### config.mk
export PLATFORM = sky130hd
export DESIGN_NAME = alu_arbiter_flat
export DESIGN_NICKNAME = d
export VERILOG_FILES = /design/src/rtl/alu_arbiter_if.sv /design/src/rtl/alu_arbiter.sv /design/src/flat_wrapper.sv
export SDC_FILE = /design/constraint.sdc
export NUM_CORES = 1
export LEC_CHECK = 0
export CAP_MARGIN = 25
export CORE_MARGIN = 10
export CORE_UTILIZATION = 56
export DETAILED_ROUTE_END_ITERATION = 6
export DONT_BUFFER_PORTS = 1
export PLACE_DENSITY_LB_ADDON = 0.12
export SYNTH_ARGS = -nofsm -noshare
export SYNTH_HDL_FRONTEND = slang
export SYNTH_SLANG_ARGS = --single-unit
### constraint.sdc
create_clock -name i_clk -period 1.9 [get_ports i_clk]
set_clock_uncertainty 0.15 [all_clocks]
set_input_delay 0.475 -clock i_clk [delete_from_list [all_inputs] [get_ports i_clk]]
set_output_delay 0.475 -clock i_clk [all_outputs]
set_load 0.02 [all_outputs]
### src/rtl/alu_arbiter_if.sv
// alu_arbiter_if: requester and ALU signals shared by the arbiter and its neighbours
interface alu_arbiter_if #(
   parameter int DATA_W = 8,
   parameter int MODE_W = 4,
   parameter int RES_W  = 16
);
   logic              req0, req1;
   logic [DATA_W-1:0] a0, b0, a1, b1;
   logic [MODE_W-1:0] mode0, mode1;
   logic              ack0, ack1, rvalid0, rvalid1;
   logic [RES_W-1:0]  res0, res1;
   logic [DATA_W-1:0] alu_a, alu_b;
   logic [MODE_W-1:0] alu_mode;
   logic              alu_start;
   logic [RES_W-1:0]  alu_result;
   logic              busy;
   logic [1:0]        arb_state;
   modport master (
      output req0, a0, b0, mode0, req1, a1, b1, mode1, alu_result,
      input  ack0, ack1, rvalid0, rvalid1, res0, res1, alu_a, alu_b, alu_mode,
             alu_start, busy, arb_state
   );
   modport slave (
      input  req0, a0, b0, mode0, req1, a1, b1, mode1, alu_result,
      output ack0, ack1, rvalid0, rvalid1, res0, res1, alu_a, alu_b, alu_mode,
             alu_start, busy, arb_state
   );
endinterface

### src/rtl/alu_arbiter.sv
// alu_arbiter: round-robin sharing of one multi-cycle ALU between two requesters
module alu_arbiter #(
   parameter int DATA_W  = 8,
   parameter int MODE_W  = 4,
   parameter int RES_W   = 16,
   parameter int ALU_LAT = 2
) (
   input logic         i_clk,
   input logic         i_rst_n,
   alu_arbiter_if.slave bus
);
   localparam logic [1:0] IDLE = 2'd0, ISSUE = 2'd1, WAIT = 2'd2, RESPOND = 2'd3;
   logic [1:0]        r_state;
   logic              r_owner, r_last;
   logic [3:0]        r_cnt;
   logic [DATA_W-1:0] r_alu_a, r_alu_b;
   logic [MODE_W-1:0] r_alu_mode;
   logic [RES_W-1:0]  r_res0, r_res1;
   logic              w_any, w_gnt;
   // with both requests pending, the one not served last wins
   assign w_any = bus.req0 | bus.req1;
   assign w_gnt = (bus.req0 & bus.req1) ? ~r_last : bus.req1;
   always_ff @(posedge i_clk or negedge i_rst_n) begin
      if (!i_rst_n) begin
         r_state    <= IDLE;
         r_owner    <= 1'b0;
         r_last     <= 1'b1;
         r_cnt      <= 4'd0;
         r_alu_a    <= '0;
         r_alu_b    <= '0;
         r_alu_mode <= '0;
         r_res0     <= '0;
         r_res1     <= '0;
      end else begin
         case (r_state)
            IDLE: if (w_any) begin
               r_state    <= ISSUE;
               r_owner    <= w_gnt;
               r_last     <= w_gnt;
               r_cnt      <= 4'(ALU_LAT);
               r_alu_a    <= w_gnt ? bus.a1 : bus.a0;
               r_alu_b    <= w_gnt ? bus.b1 : bus.b0;
               r_alu_mode <= w_gnt ? bus.mode1 : bus.mode0;
            end
            ISSUE: r_state <= WAIT;
            WAIT: begin
               r_cnt <= r_cnt - 4'd1;
               if (r_cnt == 4'd1) begin
                  r_state <= RESPOND;
                  if (r_owner) r_res1 <= bus.alu_result;
                  else r_res0 <= bus.alu_result;
               end
            end
            RESPOND: r_state <= IDLE;
         endcase
      end
   end
   // strobes decode from registered state only
   assign bus.alu_start = r_state == ISSUE;
   assign bus.ack0      = r_state == ISSUE && !r_owner;
   assign bus.ack1      = r_state == ISSUE && r_owner;
   assign bus.rvalid0   = r_state == RESPOND && !r_owner;
   assign bus.rvalid1   = r_state == RESPOND && r_owner;
   assign bus.busy      = r_state != IDLE;
   assign bus.arb_state = r_state;
   assign bus.alu_a     = r_alu_a;
   assign bus.alu_b     = r_alu_b;
   assign bus.alu_mode  = r_alu_mode;
   assign bus.res0      = r_res0;
   assign bus.res1      = r_res1;
endmodule

### src/flat_wrapper.sv
// flat-port wrapper written by rule: the top's interface ports become plain ports
module alu_arbiter_flat 
#(
   parameter int DATA_W  = 8,
   parameter int MODE_W  = 4,
   parameter int RES_W   = 16,
   parameter int ALU_LAT = 2
)
  (i_clk, i_rst_n, bus_req0, bus_a0, bus_b0, bus_mode0, bus_req1, bus_a1, bus_b1, bus_mode1, bus_alu_result, bus_ack0, bus_ack1, bus_rvalid0, bus_rvalid1, bus_res0, bus_res1, bus_alu_a, bus_alu_b, bus_alu_mode, bus_alu_start, bus_busy, bus_arb_state);
  alu_arbiter_if #(.DATA_W(DATA_W), .MODE_W(MODE_W), .RES_W(RES_W)) bus_i ();
  input logic i_clk;
  input logic i_rst_n;
  input wire logic [$bits(bus_i.req0)-1:0] bus_req0;
  input wire logic [$bits(bus_i.a0)-1:0] bus_a0;
  input wire logic [$bits(bus_i.b0)-1:0] bus_b0;
  input wire logic [$bits(bus_i.mode0)-1:0] bus_mode0;
  input wire logic [$bits(bus_i.req1)-1:0] bus_req1;
  input wire logic [$bits(bus_i.a1)-1:0] bus_a1;
  input wire logic [$bits(bus_i.b1)-1:0] bus_b1;
  input wire logic [$bits(bus_i.mode1)-1:0] bus_mode1;
  input wire logic [$bits(bus_i.alu_result)-1:0] bus_alu_result;
  output wire logic [$bits(bus_i.ack0)-1:0] bus_ack0;
  output wire logic [$bits(bus_i.ack1)-1:0] bus_ack1;
  output wire logic [$bits(bus_i.rvalid0)-1:0] bus_rvalid0;
  output wire logic [$bits(bus_i.rvalid1)-1:0] bus_rvalid1;
  output wire logic [$bits(bus_i.res0)-1:0] bus_res0;
  output wire logic [$bits(bus_i.res1)-1:0] bus_res1;
  output wire logic [$bits(bus_i.alu_a)-1:0] bus_alu_a;
  output wire logic [$bits(bus_i.alu_b)-1:0] bus_alu_b;
  output wire logic [$bits(bus_i.alu_mode)-1:0] bus_alu_mode;
  output wire logic [$bits(bus_i.alu_start)-1:0] bus_alu_start;
  output wire logic [$bits(bus_i.busy)-1:0] bus_busy;
  output wire logic [$bits(bus_i.arb_state)-1:0] bus_arb_state;
  assign bus_i.req0 = bus_req0;
  assign bus_i.a0 = bus_a0;
  assign bus_i.b0 = bus_b0;
  assign bus_i.mode0 = bus_mode0;
  assign bus_i.req1 = bus_req1;
  assign bus_i.a1 = bus_a1;
  assign bus_i.b1 = bus_b1;
  assign bus_i.mode1 = bus_mode1;
  assign bus_i.alu_result = bus_alu_result;
  assign bus_ack0 = bus_i.ack0;
  assign bus_ack1 = bus_i.ack1;
  assign bus_rvalid0 = bus_i.rvalid0;
  assign bus_rvalid1 = bus_i.rvalid1;
  assign bus_res0 = bus_i.res0;
  assign bus_res1 = bus_i.res1;
  assign bus_alu_a = bus_i.alu_a;
  assign bus_alu_b = bus_i.alu_b;
  assign bus_alu_mode = bus_i.alu_mode;
  assign bus_alu_start = bus_i.alu_start;
  assign bus_busy = bus_i.busy;
  assign bus_arb_state = bus_i.arb_state;
  alu_arbiter #(.DATA_W(DATA_W), .MODE_W(MODE_W), .RES_W(RES_W), .ALU_LAT(ALU_LAT)) u_core (.i_clk(i_clk), .i_rst_n(i_rst_n), .bus(bus_i));
endmodule
==> results of run 1 <==
power by group:
| part | switching, uW | internal, uW | leakage, uW |
|---|---|---|---|
| combinational | 822 | 973 | 0.000688 |
| sequential | 1180 | 1890 | 0.000736 |
| clock | 509 | 779 | 0.000110 |
| total | 2510 | 3640 | 0.00153 |
cell families (layout without fill, tap and decap cells):
kind of cell | count (synthesis) | after routing | synth area share, %
adder cells (fa/ha/maj) | 7 | 7 | 3.22
AND/OR/NAND/NOR | 42 | 42 | 8.34
buffers and inverters | 16 | 38 | 3.13
flip-flops | 60 | 60 | 55.3
multiplexers | 53 | 53 | 22.4
AO/OA/AOI/OAI | 36 | 36 | 7.55
routing by layer:
metal	up-vias	part of all wire, %	GRT usage [%]
li1	781	-	-
met1	810	37	17.5
met2	92	51	26.3
met3	6	11	8.48
met4	0	0.79	4.77
met5	-	0	0
metrics by stage:
stage / setup WS, ns / util (%) / instance area (um2)
floorplan: 0.00426 / - / 2720
global placement: 0.105 / 60.6 / 2860
detailed placement: 0.0477 / 60.6 / 2860
CTS: -0.0815 / 66.6 / 3150
global route: -0.100 / 69.3 / 3270
finish: -0.0657 / 69.3 / 3270
timing repair:
item	CTS	global route
buffers inserted	2	3
gates resized for setup	12	21
cloned	0	1
pin swaps	0	4
endpoints found under the setup margin	6	38
hold endpoints to repair	60	60
synth_stat cells (5+ instances only):
cell type	n	area, um2
clkbuf_1	5	18.8
dfrtp_1	59	1480
ha_1	7	87.6
inv_1	6	22.5
mux2_1	16	180
mux2_2	7	78.8
mux2_4	10	150
mux2i_1	20	200
nand2_1	22	82.6
nor2b_1	6	37.5
o21ai_0	20	100
o21ai_1	7	35.0
state kept, by name, indices dropped and copies added, names as in the netlist:
signal	count
u_core.bus.arb_state	2
u_core.bus.alu_a	8
u_core.r_last	1
u_core.r_cnt	4
u_core.bus.alu_b	8
u_core.bus.alu_mode	4
u_core.r_owner	1
u_core.bus.res1	16
u_core.bus.res0	16
how the worst min path moves through the flow:
stage | from | end | slack [ns]
2_1_floorplan | i_rst_n | u_core.bus.alu_a[0] | 0.03
4_1_cts | i_rst_n | u_core.bus.alu_mode[1] | -0.33
3_5_place_dp | i_rst_n | u_core.bus.alu_b[7] | 0.03
3_3_place_gp | i_rst_n | u_core.bus.alu_b[7] | 0.03
6_report | i_rst_n | u_core.r_cnt[2] | -0.31
5_1_grt | i_rst_n | u_core.r_cnt[2] | -0.34
cells in the final DEF, fill, tap and decap left out, drive strengths merged, types with 5 or more instances in the layout:
cell,count
mux2i,20
buf,15
ha,7
clkbuf,12
o21ai,27
nor2b,7
dfrtp,59
nand2,23
mux2,33
inv,5
final cells by class:
type,instances,area (um2)
clock buffers,11,141
flip-flops and latches,60,1510
clock inverters,5,85.1
fillers,336,1450
multi-input cells,138,1230
well taps,67,83.8
inverters,6,28.8
repair buffers,16,201
worst max-delay path, cell delays in order (launching register included):
cell	delay (ns)
dfrtp_2	0.44
buf_8	0.15
ha_4	0.17
buf_4	0.13
buf_6	0.12
==> results_dict.tcl, run 1 <==
set metrics [dict create \
    tightest_slew_ns 0.284 \
    drc 0 \
    finalHoldViolCount 60 \
    synth_area_mm2 0.00272 \
    ys_ff_latch 60 \
    ctsRootBufferMaster "clkbuf_8" \
    cts_buffers 9 \
    wl_um 6450 \
    htreeDepth 3 \
    post_drt_wl_per_cell_um 21.3 \
    syn_area_per_cell_um2 12.7 \
    rsz0062_at_grt "yes" \
    critPathRequiredTime_ns 1.27 \
    rr_worst_depth 6 \
    grtUsageTotal_pct 16.0 \
    max_freq_mhz 509 \
    initial_core_util_pct 57.5 \
    num_vias 1689 \
    cts.sinks 60 \
    relSlewSlack_pct 80.9 \
    ys_seq_area_share_pct 55.3 \
    syn-instance-count 214 \
    synth_cell_types 35 \
    synth_edf_count 0 \
    grt-ovfl-total 0 \
    ir_worst_vdd_v 0.000831 \
    die_y_um 89.6 \
    r2r_setup_slack_ns -0.01 \
    num_rows 25 \
    setup_tns_ns -0.199 \
    async_reset_ff_share_pct 100 \
    num_antenna_cells 0 \
    worstReg2RegEnd "u_core.bus.res0[15]" \
    syn_nets 281 \
    fin_cells 303 \
    tritoncts "done" \
    first_pass_iters 4 \
    dp_hpwl_um 4800 \
    violations "hold timing, setup timing" \
    arrival_ns 1.34 \
    ys.flop_type "dfrtp_1" \
    finalWorstSetupSlack_ns -0.0657 \
    clock_latency_ns 0.33 \
    hold_ws_ns -0.311 \
    grt_pass1_wl_um 9680 \
    r2r_start "u_core.bus.arb_state[0]" \
    place_congestion 0.713 \
    path_class "flip-flop to primary output" \
    nNetsFinal 298 \
    grt_max_degree 61 \
    portBuffers 0 \
    die-width_um 89.6 \
    drive_gt1_share_pct 32.2 \
    max-cap-violations 0 \
    crit_fanout 4 \
    core-area_mm2 0.00472 \
    ys_warn_count 0 \
    hp-class "primary input to asynchronous set/reset pin" \
    io_pins 120 \
    grt_pass1_vias 1894 \
    power_density_mw_per_mm2 1880 \
    critPathLaunchType "flip-flop" \
    via_per_inst 5.57 \
    clkTransAtPathRegs_ns 0.07 \
    die_area_mm2 0.00804 \
    min_period_over_period_pct 103 \
    dpl.cell_count 282 \
    power_uw 6150 \
    ant_nets 0 \
    status "finished, violations left" \
    drv_slew 0 \
    setup_viol 7 \
    endpoint_kind "primary output" \
    antenna_found_initial 0 \
    critPathCapture "bus_alu_start" \
    drt_iter0_markers 106 \
    clockBufferDepth 2 \
    fin_crit_ns 1.97 \
    total_leakage_power_uw 0.00153 \
    startpoint "u_core.bus.arb_state[0]" \
    syn2layout_area_growth_pct 20.5 \
]
No activity file was read; power rests on OpenSTA's default activity.
==> inputs of run 2 (changes only) <==
--- a/config.mk
+++ b/config.mk
@@ -7,7 +7,7 @@
 export LEC_CHECK = 0
 export CAP_MARGIN = 25
 export CORE_MARGIN = 10
-export CORE_UTILIZATION = 56
+export CORE_UTILIZATION = 45
 export DETAILED_ROUTE_END_ITERATION = 6
 export DONT_BUFFER_PORTS = 1
 export PLACE_DENSITY_LB_ADDON = 0.12
==> run 2 against run 1 <==
The run still ends with hold timing, setup timing left. Flip-flop and latch count is the same. Worst setup slack gained 0.021 ns. Total power fell by 3.8%. Critical endpoint is now u_core.bus.res0[2]. Largest cell class unchanged. Largest power group unchanged.
==> results_dict.tcl, run 2 (synthesized netlist as in run 1, its figures left out) <==
set metrics [dict create \
    power_frac_clock_pct 18.0 \
    total_leakage_power_uw 0.00152 \
    ctsRootBufferMaster "clkbuf_8" \
    drt_iter0_markers 66 \
    clockBufferDepth 2 \
    fin_util_pct 55.2 \
    rsz0062_at_grt "yes" \
    status "finished, violations left" \
    ant_nets 0 \
    max-cap-violations 0 \
    clkTransAtPathRegs_ns 0.06 \
    num_antenna_cells 0 \
    via_per_inst 5.49 \
    p_switching_uw 2470 \
    min_period_over_period_pct 102 \
    worstReg2RegEnd "u_core.bus.res0[2]" \
    place_congestion 0.779 \
    io_pins 120 \
    r2r_setup_slack_ns -0.04 \
    max_stage_delay_ns 0.42 \
    fillers 490 \
    htreeDepth 3 \
    tritoncts "done" \
    hold_ws_ns -0.307 \
    internal-power_uw 3450 \
    finalHoldViolCount 60 \
    cts.sinks 60 \
    initial_core_util_pct 46.2 \
    grtUsageTotal_pct 13.2 \
    num_vias 1713 \
    fin_crit_ns 1.94 \
    first_pass_iters 4 \
    drive_gt1_share_pct 32.1 \
    die_area_mm2 0.00954 \
    nNetsFinal 299 \
    dp_hpwl_um 4930 \
    post_drt_wl_per_cell_um 21.2 \
    cts_buffers 9 \
    grt_max_degree 61 \
    p_seq_share_pct 51.9 \
    tightest_slew_ns 0.296 \
    final_common_cell "dfrtp_1" \
    path_class "flip-flop to flip-flop" \
    comb_power_share_pct 30.1 \
    max_freq_mhz 514 \
    clock_latency_ns 0.32 \
    die-width_um 97.7 \
    ir_worst_vdd_v 0.000820 \
    cp_slowest_cell "dfrtp_2" \
    drc 0 \
    portBuffers 0 \
    antenna_found_initial 0 \
    grt_pass1_vias 1876 \
    wl_um 6610 \
    power_density_mw_per_mm2 1820 \
    critPathLaunchType "flip-flop" \
    pre_cts_ws_ns 0.0457 \
    r2r_start "u_core.bus.arb_state[0]" \
    core-area_mm2 0.00589 \
    crit_cells 7 \
    path_delay_family "simple AND/OR/NAND/NOR gates" \
    setup_viol 18 \
    grt_pass1_wl_um 10200 \
    critPathRequiredTime_ns 1.96 \
    setup_tns_ns -0.410 \
    drv_slew 0 \
    finalWorstSetupSlack_ns -0.0448 \
    violations "hold timing, setup timing" \
    syn2layout_area_growth_pct 19.5 \
    crit_fanout 8 \
    crit_chain "buf_6 > inv_4 > ha_4 > and4bb_2 > nor2b_4 > clkbuf_16 > mux2_4" \
    num_rows 28 \
    hp-class "primary input to asynchronous set/reset pin" \
    cp_num_buf_inv 3 \
    rr_worst_depth 7 \
    die_y_um 97.7 \
    endpoint_kind "flip-flop" \
    p_sw_share_pct 41.7 \
    layout_common_cells "dfrtp_1, nand2_1, mux2i_1, o21ai_0, mux2_4" \
    grt-ovfl-total 0 \
    arrival_ns 2.00 \
    relSlewSlack_pct 80.2 \
]
[run 2: cell type report]
class | count | area (um2) | share of cell area (%)
flip-flops and latches | 60 | 1510 | 46.4
inverters | 6 | 25.0 | 0.771
clock inverters | 5 | 52.6 | 1.62
multi-input cells | 138 | 1230 | 38.0
clock buffers | 11 | 131 | 4.05
repair buffers | 17 | 205 | 6.32
well taps | 75 | 93.8 | 2.89
[run 2: how the worst max path moves through the flow]
stage / from / end
after floorplan: u_core.bus.arb_state[0] / u_core.bus.res0[10]
after global placement: u_core.r_cnt[0] / u_core.bus.res1[8]
after detailed placement: u_core.r_cnt[1] / u_core.bus.res1[8]
after CTS: u_core.bus.arb_state[0] / u_core.bus.res1[3]
after global routing: u_core.bus.arb_state[0] / u_core.bus.res0[2]
final: u_core.bus.arb_state[0] / u_core.bus.res0[2]
[run 2: stage by stage]
| stage | area [um2] | power [uW] | instances |
|---|---|---|---|
| after floorplan | 2720 | 4010 | 214 |
| after global placement | 2870 | 4450 | 290 |
| after detailed placement | 2870 | 4600 | 290 |
| after CTS | 3110 | 5780 | 308 |
| after global routing | 3250 | 6310 | 312 |
| final | 3250 | 5920 | 312 |
[run 2: per-layer routing]
layer | global-route usage [%] | vias to the layer above | wire length (um)
met5 | 0 | - | 0
met4 | 5.82 | 0 | 96
met3 | 6.97 | 11 | 787
met2 | 21.6 | 86 | 3250
met1 | 13.8 | 835 | 2480
li1 | - | 781 | -
[run 2: power groups by stage]
stage	combinational (uW)	sequential (uW)	clock, uW
finish	1780	3070	1060
CTS	1610	3070	1100
global route	1970	3180	1160
global placement	1400	3050	0
detailed placement	1520	3080	0
floorplan	1110	2900	0
[run 2: worst reg2reg max path, delay by kind of cell, from the launching register on]
| kind | cells | cell delay [ns] |
|---|---|---|
| simple gates | 2 | 0.46 |
| mux | 1 | 0.30 |
| flops | 1 | 0.42 |
| fa+ha+maj | 1 | 0.12 |
| buf+inv | 3 | 0.38 |
[run 2: repair_timing]
action,in CTS,in global routing
cloned,0,1
buffers inserted,2,3
pin swaps,2,5
hold endpoints to repair,60,60
setup endpoints to repair,6,38
resized for setup,11,23
